File: src/rtl/matrix_scan_pkg.sv
// Shared definitions for the LED matrix row scanner: FSM state encoding and
// width helpers used to size the row index and the phase timer.
package matrix_scan_pkg;

    typedef enum logic [1:0] {
        ST_IDLE  = 2'd0,
        ST_BLANK = 2'd1,
        ST_SHOW  = 2'd2
    } scan_state_e;

    // Bits needed to hold 0..n-1, never less than one so single-value counters stay legal.
    function automatic int unsigned clog2_min1(input int unsigned n);
        int unsigned w;
        w = 1;
        while ((32'd1 << w) < n) begin
            w = w + 1;
        end
        return w;
    endfunction

    function automatic int unsigned max_u(input int unsigned a, input int unsigned b);
        return (a > b) ? a : b;
    endfunction

endpackage

File: src/rtl/scan_counter.sv
// Modulo-N up counter with synchronous clear (clear wins over increment).
module scan_counter
    import matrix_scan_pkg::*;
#(
    parameter int unsigned N = 4,
    parameter int unsigned W = clog2_min1(N)
) (
    input  logic         clk_i,
    input  logic         rst_ni,
    input  logic         clr_i,
    input  logic         inc_i,
    output logic [W-1:0] cnt_o
);

    localparam logic [W-1:0] LAST = W'(N - 1);

    logic [W-1:0] cnt_q;
    logic [W-1:0] cnt_d;

    always_comb begin
        cnt_d = cnt_q;
        if (clr_i) begin
            cnt_d = '0;
        end else if (inc_i) begin
            cnt_d = (cnt_q == LAST) ? '0 : cnt_q + W'(1);
        end
    end

    always_ff @(posedge clk_i or negedge rst_ni) begin
        if (!rst_ni) begin
            cnt_q <= '0;
        end else begin
            cnt_q <= cnt_d;
        end
    end

    assign cnt_o = cnt_q;

endmodule

File: src/rtl/matrix_scan_ctrl.sv
// Row-scanning LED matrix driver: blank/show phases per row, double-buffered
// frame data swapped only at frame boundaries, all outputs registered.
module matrix_scan_ctrl
    import matrix_scan_pkg::*;
#(
    parameter int unsigned ROWS  = 7,
    parameter int unsigned COLS  = 5,
    parameter int unsigned DWELL = 4,
    parameter int unsigned BLANK = 1,
    localparam int unsigned RW   = clog2_min1(ROWS)
) (
    input  logic                 clk_div,
    input  logic                 rst_n,
    input  logic                 en,
    input  logic                 load,
    input  logic [ROWS*COLS-1:0] frame_data,
    output logic [ROWS-1:0]      rows,
    output logic [COLS-1:0]      cols,
    output logic [RW-1:0]        row_idx,
    output logic                 frame_done
);

    localparam int unsigned NB = ROWS * COLS;
    localparam int unsigned TN = max_u(BLANK, DWELL);
    localparam int unsigned TW = clog2_min1(TN);

    localparam logic [TW-1:0] BLANK_LAST = TW'(BLANK - 1);
    localparam logic [TW-1:0] DWELL_LAST = TW'(DWELL - 1);
    localparam logic [RW-1:0] ROW_LAST   = RW'(ROWS - 1);
    localparam scan_state_e   ST_FIRST   = (BLANK == 0) ? ST_SHOW : ST_BLANK;

    scan_state_e   state_q, state_d;
    logic [TW-1:0] tmr;
    logic          tmr_clr, tmr_inc;
    logic [RW-1:0] row_q, row_nxt;
    logic          row_clr, row_inc;
    logic          start, wrap;

    logic [NB-1:0] active_q, active_d;
    logic [NB-1:0] pend_q, pend_d;
    logic          pflag_q, pflag_d;

    logic [ROWS-1:0] rows_d;
    logic [COLS-1:0] cols_d;
    logic            frame_done_d;

    scan_counter #(.N(TN), .W(TW)) u_tmr (
        .clk_i  (clk_div),
        .rst_ni (rst_n),
        .clr_i  (tmr_clr),
        .inc_i  (tmr_inc),
        .cnt_o  (tmr)
    );

    scan_counter #(.N(ROWS), .W(RW)) u_row (
        .clk_i  (clk_div),
        .rst_ni (rst_n),
        .clr_i  (row_clr),
        .inc_i  (row_inc),
        .cnt_o  (row_q)
    );

    assign row_idx = row_q;

    // Next-state logic; drives the timer and row counter controls.
    always_comb begin
        state_d = state_q;
        tmr_clr = 1'b0;
        tmr_inc = 1'b0;
        row_clr = 1'b0;
        row_inc = 1'b0;
        start   = 1'b0;
        wrap    = 1'b0;
        if (!en) begin
            state_d = ST_IDLE;
            tmr_clr = 1'b1;
            row_clr = 1'b1;
        end else begin
            case (state_q)
                ST_IDLE: begin
                    state_d = ST_FIRST;
                    tmr_clr = 1'b1;
                    row_clr = 1'b1;
                    start   = 1'b1;
                end
                ST_BLANK: begin
                    if (tmr == BLANK_LAST) begin
                        state_d = ST_SHOW;
                        tmr_clr = 1'b1;
                    end else begin
                        tmr_inc = 1'b1;
                    end
                end
                ST_SHOW: begin
                    if (tmr == DWELL_LAST) begin
                        state_d = ST_FIRST;
                        tmr_clr = 1'b1;
                        row_inc = 1'b1;
                        wrap    = (row_q == ROW_LAST);
                    end else begin
                        tmr_inc = 1'b1;
                    end
                end
                default: begin
                    state_d = ST_IDLE;
                    tmr_clr = 1'b1;
                    row_clr = 1'b1;
                end
            endcase
        end
    end

    // Row the counter will hold after this edge, so the drivers can be registered alongside it.
    always_comb begin
        row_nxt = row_q;
        if (row_clr) begin
            row_nxt = '0;
        end else if (row_inc) begin
            row_nxt = (row_q == ROW_LAST) ? '0 : row_q + RW'(1);
        end
    end

    // Swap reads the pre-edge pending state; a coincident load then refills pending.
    always_comb begin
        active_d = active_q;
        pend_d   = pend_q;
        pflag_d  = pflag_q;
        if ((start || wrap) && pflag_q) begin
            active_d = pend_q;
            pflag_d  = 1'b0;
        end
        if (load) begin
            pend_d  = frame_data;
            pflag_d = 1'b1;
        end
    end

    // Output logic, evaluated on next-state values and captured in the state register.
    always_comb begin
        rows_d       = '1;
        cols_d       = '0;
        frame_done_d = wrap;
        if (state_d == ST_SHOW) begin
            rows_d[row_nxt] = 1'b0;
            cols_d          = active_d[row_nxt*COLS +: COLS];
        end
    end

    always_ff @(posedge clk_div or negedge rst_n) begin
        if (!rst_n) begin
            state_q    <= ST_IDLE;
            rows       <= '1;
            cols       <= '0;
            frame_done <= 1'b0;
            active_q   <= '0;
            pend_q     <= '0;
            pflag_q    <= 1'b0;
        end else begin
            state_q    <= state_d;
            rows       <= rows_d;
            cols       <= cols_d;
            frame_done <= frame_done_d;
            active_q   <= active_d;
            pend_q     <= pend_d;
            pflag_q    <= pflag_d;
        end
    end

endmodule

File: config.mk
export PLATFORM = sky130hd
export DESIGN_NAME = matrix_scan_ctrl
export DESIGN_NICKNAME = d
export VERILOG_FILES = /design/src/rtl/matrix_scan_pkg.sv /design/src/rtl/scan_counter.sv /design/src/rtl/matrix_scan_ctrl.sv
export SDC_FILE = /design/constraint.sdc
export NUM_CORES = 1
export LEC_CHECK = 0
export BUFFER_PORTS_ARGS = -buffer_cell sky130_fd_sc_hd__buf_2
export CAP_MARGIN = 10
export CORE_ASPECT_RATIO = 0.9
export CORE_UTILIZATION = 50
export CTS_CLUSTER_SIZE = 16
export DETAILED_ROUTE_END_ITERATION = 10
export PLACE_DENSITY = 0.81
export SYNTH_ARGS = -nofsm -noshare
export SYNTH_HDL_FRONTEND = slang
export SYNTH_SLANG_ARGS = --single-unit
File: constraint.sdc
create_clock -name clk_div -period 2.65 [get_ports clk_div]
set_input_delay 0.795 -clock clk_div [delete_from_list [all_inputs] [get_ports clk_div]]
set_output_delay 0.795 -clock clk_div [all_outputs]
set_load 0.01 [all_outputs]
==> results of run 1 <==
## where the power goes
part	leakage, nW	internal [mW]	switching, mW	total, mW
Sequential	1.08	1.62	0.0826	1.70
Clock	0.0965	0.391	0.461	0.853
Combinational	0.851	0.275	0.234	0.508
## path summary, 6_finish.rpt
path	endpoint	slack [ns]	startpoint	cells after the start
max reg2reg	cols[1]	0.19	state_q[0]	9
max	cols[1]	0.19	state_q[0]	9
min	state_q[1]	0.28	rst_n	1
min reg2reg	active_q[10]	0.49	active_q[10]	1
min in group clk_div	active_q[10]	0.49	active_q[10]	1
max in group asynchronous	pend_q[13]	1.74	rst_n	2
## routing by layer
metal  global-route usage  wire (um)  vias up
met2                0.316       3460       68
met3               0.0640        376        8
met4               0.0448         73        0
met5                    0          0        -
li1                     -          -     1186
met1                0.280       3460     1257
## cells by family (layout without fill, tap and decap cells)
family	count (synthesis)	after routing	synth area share
buffers and inverters	24	86	0.0334
AND/OR/NAND/NOR	82	82	0.102
adder cells (fa/ha/maj)	6	6	0.0191
flip-flops	91	91	0.581
multiplexers	71	71	0.209
AO/OA/AOI/OAI	36	36	0.0556
## metrics by stage
step                hold slack [ns]  setup WS, ns  cell area, um^2   util
floorplan                     0.455         0.487             3940      -
global placement              0.466         0.270             4320  0.570
detailed placement            0.472         0.216             4320  0.570
CTS                           0.274         0.203             4500  0.594
global route                  0.268       0.00653             4500  0.594
finish                        0.280         0.193             4500  0.594
## area by class of cell
| cell class | count | area (um^2) | area share |
|---|---|---|---|
| timing repair buffer | 61 | 363 | 0.0806 |
| clock inverter | 4 | 23.8 | 0.00528 |
| inverter | 9 | 33.8 | 0.00751 |
| clock buffer | 12 | 155 | 0.0345 |
| sequential | 91 | 2290 | 0.508 |
| multi-input combinational | 195 | 1520 | 0.338 |
| tap | 96 | 120 | 0.0267 |
## worst register-to-register path, delay by kind of cell (launching register included)
family | cells | cell delay, ns
compound gates | 2 | 0.31
flops | 1 | 0.44
mux | 1 | 0.38
simple gates | 3 | 0.50
buf+inv | 2 | 0.34
fa+ha+maj | 1 | 0.39
## cell usage in the layout (no fill, tap or decap), drive strengths merged, types with 4 or more instances in the layout
| master | netlist | layout |
|---|---|---|
| nand3 | 11 | 11 |
| nand2 | 16 | 16 |
| buf | 11 | 61 |
| nor2 | 34 | 34 |
| inv | 9 | 10 |
| nand2b | 4 | 4 |
| ha | 6 | 6 |
| mux2 | 70 | 70 |
| dfrtp | 84 | 84 |
| clkbuf | 4 | 12 |
| dfstp | 7 | 7 |
| a21oi | 7 | 7 |
| and4 | 5 | 5 |
| and2 | 4 | 4 |
| o21ai | 21 | 21 |
## registers in the layout, summed over array words and instances, names as in the netlist
name         flops
u_row.cnt_o      3
state_q          2
rows             7
cols             5
pend_q          35
pflag_q          1
u_tmr.cnt_o      2
frame_done       1
active_q        35
==> run summary, run 1 <==
status -> finished, final reports clean
CP Buf/Inv Count -> 2
# Post-CTS Setup Buffers -> 0
slowest cell delay on critical path -> 0.44 ns
first-pass GRT wire length -> 12600 um
CP Capture Type -> flop
Yosys top cell by area -> dfrtp_1
asr flop ratio synth -> 1.00
leakage -> 2.03 nW
# rows -> 30
clk_skew -> 0.00878 ns
top-count cell post-synth -> dfrtp_1
sequential cell area fraction in the yosys report -> 0.581
Skew-Pair Late Insertion Delay -> 0.35 ns
Cell Count, Final, Fillers Out -> 468
overall routing resource usage -> 0.203
critical path's top delay family -> simple AND/OR/NAND/NOR gates
Cells after DPL -> 452
PwrDens -> 681 mW/mm^2
min Tclk post-route -> 2.46 ns
largest net degree at the start of global routing -> 80
CTS max path bufs -> 2
synth cell count leaders -> dfrtp_1 (84), mux2_2 (50), nor2_1 (34)
# H-tree levels -> 3
Die ar. -> 0.00823 mm^2
vias -> 2519
DR WL/cell -> 15.8 um
Post-layout nets -> 412
Synth area leaders -> dfrtp_1 (53%), mux2_2 (14%), dfstp_2 (4.7%)
number of global-route vias before repair -> 2583
DR iter-0 viols -> 157
# setup viols final -> 0
Slew @ Worst Pin -> 0.461 ns
Worst path slowest cell -> dfrtp_1
Synth cell types -> 38
Detail Placement HPWL -> 5130 um
Pins Over Slew Limit -> 0
routed vias/inst -> 5.38
drt pass-1 iters -> 4
crit path kind -> reg -> reg
antenna diode count -> 0
Die Ht -> 86.2 um
DR DRC count -> 0
WP data required -> 2.89 ns
number of synthesized flops with an enable pin -> 0
Max-Cap Viols -> 0
Hold Violations, Final -> 0
core area -> 0.00758 mm^2
RSZ-0062 raised after global routing -> no
Pwr Total -> 3.06 mW
Filler Cell Count -> 647
register bit count reported by yosys -> 91
CTS resizes -> 0
clock transition at the registers of the reported paths -> 0.08 ns
Synth Instances -> 310
Slew HR -> 0.692
CP cell instances -> inv_1 -> ha_1 -> nand3_2 -> o21ai_4 -> buf_12 -> mux2_2 -> nor2_1 -> o21ai_1 -> and4_1
CTS tree -> done
syn_area_per_cell -> 12.7 um^2
worst hold path type -> in -> async
setup TNS -> 0 ns
Fmax -> 407 MHz
gr ovfl total -> 0
top cell type's share of synthesized area -> 0.534
final WL -> 7370 um
clk sink count -> 91
Num CTS Buffers -> 9
Post-CTS Hold Buffers -> 0
die width -> 95.5 um
Main synth FF type -> dfrtp_1
share of layout cells above drive strength 1 -> 0.390
CP startpoint kind -> flop
worst path arrival time -> 2.70 ns
Critical Path Fanout Max -> 35
Area Overhead vs Synth -> 14.3%
root buffer cell -> clkbuf_8
ANT nets after route -> 0
Tcrit/Tclk final -> 0.927
antenna violations before repair -> 0
Initial Utilization -> 0.519
Syn Std Cell Area -> 0.00394 mm^2
GP Congestion -> 0.832
Worst VDD drop -> 375 uV
# IOs -> 55
Post-Syn Nets -> 355
Yosys Warn Count -> 0
I/O Buffers -> 54
(Power assumes the default switching activity.)
==> run 2, diff against run 1 <==
--- a/config.mk
+++ b/config.mk
@@ -9,4 +9,5 @@
 export CAP_MARGIN = 10
 export CORE_ASPECT_RATIO = 0.9
+export CORE_MARGIN = 4
 export CORE_UTILIZATION = 50
 export CTS_CLUSTER_SIZE = 16
==> constraint.sdc (replaced) <==
create_clock -name clk_div -period 2.65 [get_ports clk_div]
set_input_delay 0.53 -clock clk_div [delete_from_list [all_inputs] [get_ports clk_div]]
set_output_delay 0.53 -clock clk_div [all_outputs]
set_load 0.01 [all_outputs]
==> run 2 against run 1 <==
Net effect: register-to-register slack improved by 0.08 ns; clock-buffer cell count did not move; first-iteration DRC count decreased by 8.3%; maximum frequency is 3.4% higher; core utilization fell by 0.57 points; worst hold slack lost 0.14 ns; wire length is 2.6% higher; clock power down 2.5%; setup slack gained 0.080 ns; critical endpoint is now cols[0]; largest cell class unchanged.
==> run summary, run 2 (synthesis gave the netlist of run 1 again) <==
status -> finished, final reports clean
worst hold path type -> in -> async
critical path's top delay family -> simple AND/OR/NAND/NOR gates
Die Ht -> 92.2 um (+7.0%)
Hold Violations, Final -> 0 (unchanged)
crit path kind -> reg -> reg
CP Capture Type -> flop
Critical Path Fanout Max -> 35 (unchanged)
Die ar. -> 0.00936 mm^2 (+14%)
Area Overhead vs Synth -> 13.8%
leakage -> 2.01 nW (-0.95%)
routed vias/inst -> 5.33 (-1.0%)
CP startpoint kind -> flop
Post-CTS Hold Buffers -> 0 (unchanged)
largest net degree at the start of global routing -> 53 (-34%)
Initial Utilization -> 0.517 (-0.00256)
gr ovfl total -> 0 (unchanged)
antenna diode count -> 0 (unchanged)
Num CTS Buffers -> 9 (unchanged)
Skew-Pair Late Insertion Delay -> 0.35 ns (about the same)
CP cell instances -> inv_1 -> ha_2 -> nand3_2 -> o21ai_4 -> buf_12 -> mux2_2 -> nor2_1 -> o21ai_0 -> and4_1
CTS max path bufs -> 2 (unchanged)
Pins Over Slew Limit -> 0 (unchanged)
min Tclk post-route -> 2.38 ns (-0.0805 ns)
root buffer cell -> clkbuf_8
CP Buf/Inv Count -> 2 (unchanged)
Pwr Total -> 3.05 mW (-0.49%)
Slew @ Worst Pin -> 0.822 ns (+0.360 ns)
Slew HR -> 0.452 (-0.240)
most frequent cells in the layout -> dfrtp_1 (84), buf_2 (53), mux2_2 (50), nor2_1 (34), nand2_1 (16)
RSZ-0062 raised after global routing -> no
final WL -> 7560 um (+2.6%)
GP Congestion -> 0.816 (-1.9%)
core area -> 0.00762 mm^2 (+0.50%)
Cells after DPL -> 452 (unchanged)
# IOs -> 55 (unchanged)
Detail Placement HPWL -> 5420 um (+5.5%)
WP data required -> 2.89 ns (about the same)
PwrDens -> 680 mW/mm^2 (about the same)
DR WL/cell -> 16.2 um (+3.0%)
# setup viols final -> 0 (unchanged)
DR iter-0 viols -> 144 (-8.3%)
Worst path slowest cell -> dfrtp_1
share of layout cells above drive strength 1 -> 0.389 (-0.000596)
die width -> 102 um (+6.3%)
vias -> 2483 (-1.4%)
Post-layout nets -> 412 (unchanged)
clock transition at the registers of the reported paths -> 0.08 ns (about the same)
clk_skew -> 0.00530 ns (-0.00349 ns)
worst path arrival time -> 2.62 ns (-0.08 ns)
most common cell after layout, fill and taps aside -> dfrtp_1
setup TNS -> 0 ns (unchanged)
CTS tree -> done
number of global-route vias before repair -> 2614 (+1.2%)
Max-Cap Viols -> 0 (unchanged)
Worst Reg-to-Reg Cells -> 9 (unchanged)
first-pass GRT wire length -> 13000 um (+2.6%)
# rows -> 30 (unchanged)
# H-tree levels -> 3 (unchanged)
Crit. path cell count -> 9 (unchanged)
antenna violations before repair -> 0 (unchanged)
clk sink count -> 91 (unchanged)
Largest regs -> active_q: 35 flops, pend_q: 35 flops, rows: 7 flops
Cell Count, Final, Fillers Out -> 466 (-0.43%)
Fmax -> 421 MHz (+3.4%)
Tcrit/Tclk final -> 0.897 (-0.0304)
DR DRC count -> 0 (unchanged)
overall routing resource usage -> 0.179 (-0.0234)
ANT nets after route -> 0 (unchanged)
Final Core Density -> 0.588 (-0.00572)
I/O Buffers -> 54 (unchanged)
slowest cell delay on critical path -> 0.43 ns (about the same)
Worst VDD drop -> 337 uV (-10%)
drt pass-1 iters -> 4 (unchanged)
==> run 2: final timing paths <==
kind	startpoint	end	slack, ns
max reg2reg	state_q[0]	cols[0]	0.27
min in group clk_div	frame_data[20]	pend_q[20]	0.40
max	state_q[0]	cols[0]	0.27
max in group asynchronous	rst_n	rows[4]	1.82
min reg2reg	active_q[3]	active_q[3]	0.49
min	rst_n	u_tmr.cnt_o[1]	0.14
==> run 2: final cells by class <==
type	instances	area, um^2
Clock buffer	12	155
Clock inverter	2	12.5
Fill cell	626	3140
Inverter	9	33.8
Multi-Input combinational cell	195	1520
Sequential cell	91	2290
Tap cell	96	120
Timing Repair Buffer	61	350
==> run 2: timing repair <==
| item | CTS | global route |
|---|---|---|
| gates resized for setup | 0 | 1 |
| setup buffers | 0 | 0 |
| setup endpoints to repair | 0 | 1 |
==> run 2: metal layers <==
metal  wire length (um)  up-vias  global-route usage  share of wire
li1                   -     1184                   -              -
met1               3590     1236               0.255           0.47
met2               3530       59               0.269           0.47
met3                408        4              0.0601          0.054
met4                 27        0              0.0377         0.0036
met5                  0        -                   0              0
==> run 2: through the flow <==
| step | area [um^2] | setup slack [ns] | hold slack, ns |
|---|---|---|---|
| after floorplan | 3940 | 0.514 | 0.234 |
| after global placement | 4310 | 0.332 | 0.466 |
| after detailed placement | 4310 | 0.204 | 0.479 |
| after CTS | 4480 | 0.174 | 0.144 |
| after global routing | 4480 | 0.117 | 0.160 |
| final | 4480 | 0.273 | 0.136 |
==> run 2: power by group <==
part | internal, mW | total, mW | switching [mW]
Combinational | 0.273 | 0.513 | 0.241
Sequential | 1.62 | 1.70 | 0.0831
Clock | 0.381 | 0.832 | 0.451
Total | 2.27 | 3.05 | 0.774
